**src/rtl/fft_pingpong_buf.sv**
```systemverilog
// fft_pingpong_buf: two-bank ping-pong frame buffer that sits between a
// streaming complex-sample source and an FFT stage. One bank fills while the
// other drains, so both ports sustain one sample per cycle in steady state.
// Configuration macro FFT_BUF_BITREV_EN: when defined, frames are read out in
// bit-reversed address order; when undefined, in natural order.
module fft_pingpong_buf #(
    parameter int DATA_W = 16,
    parameter int N_LOG2 = 3
) (
    input  logic                     clk,
    input  logic                     rst_n,
    input  logic                     in_valid,
    output logic                     in_ready,
    input  logic signed [DATA_W-1:0] in_re,
    input  logic signed [DATA_W-1:0] in_im,
    input  logic                     in_abort,
    output logic                     out_valid,
    input  logic                     out_ready,
    output logic signed [DATA_W-1:0] out_re,
    output logic signed [DATA_W-1:0] out_im,
    output logic [N_LOG2-1:0]        out_idx,
    output logic                     out_last,
    output logic                     busy
);
    localparam int N = 1 << N_LOG2;
    localparam logic [N_LOG2-1:0] CNT_MAX = N_LOG2'(N - 1);

    // Sample storage: bank index first, then entry address. Never reset.
    logic signed [DATA_W-1:0] mem_re [2][N];
    logic signed [DATA_W-1:0] mem_im [2][N];

    logic [1:0]        full;
    logic              wr_bank;
    logic              rd_bank;
    logic [N_LOG2-1:0] wr_cnt;
    logic [N_LOG2-1:0] rd_cnt;

    logic wr_fire;
    logic wr_done;
    logic rd_fire;
    logic rd_done;

`ifdef FFT_BUF_BITREV_EN
    function automatic logic [N_LOG2-1:0] bit_rev(input logic [N_LOG2-1:0] v);
        logic [N_LOG2-1:0] r;
        r = '0;
        for (int i = 0; i < N_LOG2; i++) begin
            r[i] = v[N_LOG2-1-i];
        end
        return r;
    endfunction
`endif

    // Handshakes, read addressing and status derived from the bank pointers.
    always_comb begin
        in_ready  = !full[wr_bank];
        out_valid = full[rd_bank];
        // An abort drops the sample offered in the same cycle.
        wr_fire   = in_valid && in_ready && !in_abort;
        wr_done   = wr_fire && (wr_cnt == CNT_MAX);
        rd_fire   = out_valid && out_ready;
        rd_done   = rd_fire && (rd_cnt == CNT_MAX);
        out_last  = out_valid && (rd_cnt == CNT_MAX);
        busy      = (|full) || (wr_cnt != '0);
`ifdef FFT_BUF_BITREV_EN
        out_idx   = bit_rev(rd_cnt);
`else
        out_idx   = rd_cnt;
`endif
        out_re    = mem_re[rd_bank][out_idx];
        out_im    = mem_im[rd_bank][out_idx];
    end

    // Control state: fill/drain pointers and per-bank full flags. A write
    // completion and a read completion always target different banks, so
    // both flag updates can land in the same cycle.
    always_ff @(posedge clk or negedge rst_n) begin
        if (!rst_n) begin
            full    <= 2'b00;
            wr_bank <= 1'b0;
            rd_bank <= 1'b0;
            wr_cnt  <= '0;
            rd_cnt  <= '0;
        end else begin
            if (in_abort) begin
                wr_cnt <= '0;
            end else if (wr_fire) begin
                if (wr_done) begin
                    full[wr_bank] <= 1'b1;
                    wr_bank       <= ~wr_bank;
                    wr_cnt        <= '0;
                end else begin
                    wr_cnt <= wr_cnt + 1'b1;
                end
            end
            if (rd_fire) begin
                if (rd_done) begin
                    full[rd_bank] <= 1'b0;
                    rd_bank       <= ~rd_bank;
                    rd_cnt        <= '0;
                end else begin
                    rd_cnt <= rd_cnt + 1'b1;
                end
            end
        end
    end

    // Sample write into the filling bank; data path carries no reset.
    always_ff @(posedge clk) begin
        if (wr_fire) begin
            mem_re[wr_bank][wr_cnt] <= in_re;
            mem_im[wr_bank][wr_cnt] <= in_im;
        end
    end

endmodule

```
**config.mk**
```make
export PLATFORM = sky130hd
export DESIGN_NAME = fft_pingpong_buf
export DESIGN_NICKNAME = d
export VERILOG_FILES = /design/src/rtl/fft_pingpong_buf.sv
export SDC_FILE = /design/constraint.sdc
export NUM_CORES = 1
export LEC_CHECK = 0
export ABC_AREA = 1
export BUFFER_PORTS_ARGS = -buffer_cell sky130_fd_sc_hd__buf_2
export CORE_MARGIN = 3
export CORE_UTILIZATION = 50
export CTS_BUF_LIST = sky130_fd_sc_hd__clkbuf_4 sky130_fd_sc_hd__clkbuf_8
export CTS_CLUSTER_SIZE = 16
export DETAILED_ROUTE_END_ITERATION = 16
export HOLD_SLACK_MARGIN = 0.05
export PLACE_DENSITY = 0.76
export SYNTH_ARGS = -nofsm -noshare
export SYNTH_HDL_FRONTEND = slang
export SYNTH_SLANG_ARGS = --single-unit
```
**constraint.sdc**
```tcl
create_clock -name clk -period 3.6 [get_ports clk]
set_input_delay 0.18 -clock clk [delete_from_list [all_inputs] [get_ports clk]]
set_output_delay 0.18 -clock clk [all_outputs]
set_load 0.05 [all_outputs]
```
* After elaboration in Yosys (flattened, before gate mapping) *
Memories as Yosys holds them, arrays and structs flattened.
Cells that the tools add are included.

storage, ports and cells
  word-level logic and storage cells = 70
  RAM bits = 512
  bits of input ports = 37
  bits in registers = 10
  output and inout bits = 39
  memories kept = 2

cells by class
  add/subtract/negate cells = 2
  mux-type cells = 27
  equal/unequal tests = 2
  reduce and logical (&&, ||, !) cells = 17
  bitwise logic cells = 8
  magnitude comparators = 7

memory list
  memory  words  bits a word  rd ports  clocked after memory_dff  write ports  line  RTL
  mem_im  2      128          1         0                         1            30    logic signed [DATA_W-1:0] mem_im [2][N];
  mem_re  2      128          1         0                         1            29    logic signed [DATA_W-1:0] mem_re [2][N];

operator list
  kind                                                                          count
  128-bit 2-to-1 mux                                                            1
  16-bit binary-select mux with 3-bit select                                    2
  16-bit 2-to-1 mux                                                             5
  16-bit demux with 3-bit select                                                1
  3-bit 2-to-1 mux                                                              4
  2-bit 2-to-1 mux                                                              5
  1-bit logical AND                                                             9
  4-bit >= comparator, second input constant                                    2
  3-bit NOT with 4-bit output                                                   2
  1-bit 2-to-1 mux                                                              7
  3-bit by 1-bit adder with 3-bit output, second input constant                 2
  3-bit == test, second input constant                                          2
  1-bit by 2-bit less-than comparator with 1-bit output, second input constant  2
  4-bit by 1-bit less-than comparator with 1-bit output, second input constant  1
  1-bit NOT                                                                     3
  3-bit AND reduction                                                           1
  3-bit nonzero test                                                            1
  2-bit bitwise AND                                                             1
  1-bit demux with 1-bit select                                                 2
  1-bit >= comparator, second input constant                                    2
  1-bit zero test                                                               2
  2-bit NOT                                                                     1
  2-bit bitwise OR                                                              1
  2-bit AND reduction                                                           1
  3 further kinds                                                               3

* Longest topological paths before layout *
  depth after elaboration = 12
  gate-level depth with buffers = 10
  gate-level depth less buffers = 7

* Worst setup path before layout *
Ideal clock, no wire load.

  kind = flip-flop to flip-flop
  start = reg full[0]
  end = mem mem_im[0][64] (netlist bit), enable pin
  library setup time = 461 ps
  arrival time = 3100 ps
  stages on the path, launching flop included = 6
  path slack = 39 ps
  period minus slack after synthesis = 3561 ps
  buffers on the path = 0
  required time = 3139 ps
  cell sequence = dfrtp_1 > nand2_1 > nand3_1 > nor2_4 > nand2_1 > nor3_1

on the way
  longest elaborated chain between the ends = 7

ends and longest elaborated chain
  item                                                 line  RTL
  start, declared                                      32    logic [1:0] full;
  start signal, assigned                               79    full <= 2'b00;
  start signal, assigned by index                      89    full[wr_bank] <= 1'b1;
  start signal, assigned by index                      98    full[rd_bank] <= 1'b0;
  1-bit 2-to-1 mux (not written as such) (2 in a row)  56    in_ready = !full[wr_bank];
  1-bit zero test                                      56
  1-bit logical AND (2 in a row)                       59    wr_fire = in_valid && in_ready && !in_abort;
  1-bit 2-to-1 mux                                     110   if (wr_fire) begin
  128-bit 2-to-1 mux (not written as such)             112   mem_im[wr_bank][wr_cnt] <= in_im;
  end, declared                                        30

Every way passes these cells. The select of a mux whose other input is x is not followed.

* Worst setup path after layout *
  start = reg rd_cnt[0] (netlist: out_idx[0])
  end = out out_im[6]

on the way
  longest elaborated chain between the ends = 4

ends and longest elaborated chain
  item                                                  line  RTL
  start, declared                                       36    logic [N_LOG2-1:0] rd_cnt;
  start signal, assigned                                102   rd_cnt <= rd_cnt + 1'b1;
  3-bit NOT with 4-bit output (not written as such)     71    out_im = mem_im[rd_bank][out_idx];
  16-bit binary-select mux with 3-bit select            71
  16-bit 2-to-1 mux (not written as such) (2 in a row)  71
  end, declared                                         20    output logic signed [DATA_W-1:0] out_im,

Every way passes these cells. The select of a mux whose other input is x is not followed.

==> impl_metrics.json <==
{
  "routed_wirelength_um": 50000,
  "critPathTopFamily": "buffers and inverters",
  "drtIter0Drc": 1362,
  "reg2reg_from": "wr_bank",
  "ys_seq_elements": 522,
  "crit_fanout": 84,
  "vias": 15200,
  "cp-start-kind": "register",
  "ant_nets": 0,
  "setup-violations-final": 0,
  "synth_cells": 2151,
  "max_slew.worst_pin.slew_ps": 985,
  "syn_avg_cell_area_um2": 10.5,
  "wl_per_cell_um": 17.1,
  "irDropWorstVdd_v": 0.000904,
  "power.static_leakage_nw": 10.9,
  "power_density_mw_per_mm2": 719,
  "cp.depth": 7,
  "place_congestion": 0.806,
  "dp_hpwl_um": 26900,
  "htreeDepth": 3,
  "grt_max_degree": 181,
  "rsz0062_at_grt": "no",
  "arrival_ps": 3110,
  "antenna_found_initial": 0,
  "die_h_um": 219,
  "rows": 77,
  "drv_slew": 0,
  "hold_path_class": "input port to register",
  "io_buffers": 75,
  "fmax_mhz": 304,
  "start_util_pct": 50.9,
  "grt-ovfl-total": 0,
  "pre_cts_slack_ps": 747,
  "antenna_cells_inserted": 0,
  "fp.dieW_um": 219,
  "cts_num_sinks": 522,
  "setup_ws_ps": 314,
  "relSlewSlack_pct": 34.3,
  "reg2reg_setup_slack_ps": 710,
  "cts_tree": "yes",
  "track_usage_pct": 21.3,
  "netlist_area_mm2": 0.0226,
  "ys_types": 23,
  "critPathLaunch": "out_idx[0]",
  "reg2reg_depth": 7,
  "final_cell_mix": "nand2_1, edfxtp_1, inv_1, nand3_1, clkbuf_8",
  "critPathRequiredTime_ps": 3420,
  "finalSetupTns_ps": 0,
  "cp_cell_sequence": "inv_4 > buf_12 > nand3_1 > nand3_1 > nand3_1 > nand2_1 > buf_2",
  "layout_commonest_cell": "nand2_1",
  "finalHoldViolations": 0,
  "viasPerCell": 5.19,
  "final_util_pct": 57.2,
  "reg2reg_to": "mem_im[0][96]",
  "clkLatencyLatePin_ps": 620,
  "ios": 76,
  "slowest_delay_ps": 760,
  "cts_root_buffer": "clkbuf_8",
  "postSynthNetCount": 2193,
  "maxCapViolCount": 0,
  "period_minus_slack_ps": 3290,
  "synth-seq-area-share_pct": 69.1,
  "grt_first_pass_wirelength_um": 80500,
  "hold_ws_ps": 488,
  "endpoint": "out_im[6]",
  "cts_setup_buffers": 0,
  "num-nets-final": 2318,
  "clkTransAtPathRegs_ps": 60,
  "finalCritPeriodShare_pct": 91.3,
  "dp.cells": 2745,
  "crit_type": "register to primary output",
  "die_area_mm2": 0.0478,
  "cp-end-kind": "primary output",
  "yosysWarnings": 0,
  "crit_buf_inv": 3,
  "run_status": "finished clean",
  "path_common_cell": "nand3_1",
  "post-route-drc-count": 0,
  "final_cells": 2925,
  "fp.coreArea_mm2": 0.0444,
  "slowest_stage": "dfrtp_4",
  "area_growth_pct": 12.3,
  "cts_buffer_depth": 3,
  "numCtsBuffers": 82,
  "drtPass1Iterations": 5,
  "grt_pass1_vias": 15600,
  "fin_skew_ps": 30.7,
  "drive_gt1_share_pct": 11.2
}
==> flip-flops by register name, indices dropped and copies added, names as in the netlist <==
name,count
full,2
mem_im,256
mem_re,256
out_idx,3
rd_bank,1
wr_bank,1
wr_cnt,3
==> cell type report <==
type	instances	area [um2]
fillers	3495	19000
flip-flops and latches	522	15600
multi-input cells	1123	4890
inverters	398	1500
clock buffers	114	1400
repair buffers	149	1100
well taps	592	741
clock inverters	27	143
==> per-layer routing <==
metal  vias to the layer above  track usage (%)  part of all wire (%)
li1                       7196                -                     -
met1                      7229             28.4                    42
met2                       640             35.2                    48
met3                       114             3.98                   7.9
met4                         0             8.01                   2.8
met5                         -                0                     0
==> cells by family after synthesis <==
| kind of cell | synth area share [%] |
|---|---|
| XOR/XNOR | 0.0774 |
| AND/OR/NAND/NOR | 20.7 |
| buffers and inverters | 9.70 |
| AO/OA/AOI/OAI | 0.155 |
| adder cells (fa/ha/maj) | 0.276 |
| flip-flops | 69.1 |
==> what timing repair did <==
item	4_1_cts	5_1_grt
gates resized for setup	0	0
hold buffers	39	0
endpoints found under the hold margin	532	0
==> how the worst min path moves through the flow <==
stage | from | endpoint | slack (ps) | cells past startpoint
after floorplan | rst_n | full[0] | -120 | 0
final | in_re[3] | mem_re[1][67] | 490 | 2
after global routing | in_im[5] | mem_im[0][21] | 480 | 2
after global placement | rst_n | full[0] | 50 | 1
after CTS | in_re[0] | mem_re[1][48] | 440 | 2
after detailed placement | rst_n | full[0] | 50 | 1
==> cell usage after synthesis <==
cell type / number / area share [%]
buf_1: 15 / 0.25
buf_2: 40 / 0.88
buf_4: 14 / 0.46
buf_6: 24 / 1.2
buf_8: 1 / 0.066
clkbuf_1: 14 / 0.23
dfrtp_1: 10 / 1.1
edfxtp_1: 512 / 68
ha_1: 5 / 0.28
inv_1: 397 / 6.6
inv_4: 1 / 0.028
nand2_1: 690 / 11
nand2_2: 1 / 0.028
nand3_1: 390 / 8.6
nand3b_1: 1 / 0.033
nand4_1: 2 / 0.055
nor2_1: 7 / 0.12
nor2_2: 1 / 0.028
nor2_4: 1 / 0.050
nor3_1: 16 / 0.35
o21ai_0: 6 / 0.13
o21ai_1: 1 / 0.022
xor2_1: 2 / 0.077
==> where the power goes <==
| group | internal (mW) | total, mW | switching (mW) | leakage, nW |
|---|---|---|---|---|
| sequential | 6.77 | 6.94 | 0.165 | 4.72 |
| clock | 2.57 | 4.74 | 2.17 | 0.824 |
| combinational | 1.66 | 6.59 | 4.93 | 5.38 |
==> through the flow <==
| step | area [um2] | total power [mW] |
|---|---|---|
| finish | 25400 | 18.3 |
| global route | 25400 | 19.3 |
| CTS | 25400 | 18.4 |
| detailed placement | 23500 | 13.6 |
| global placement | 23500 | 13.5 |
| floorplan | 22600 | 12.1 |
No activity file was read; power rests on OpenSTA's default activity.
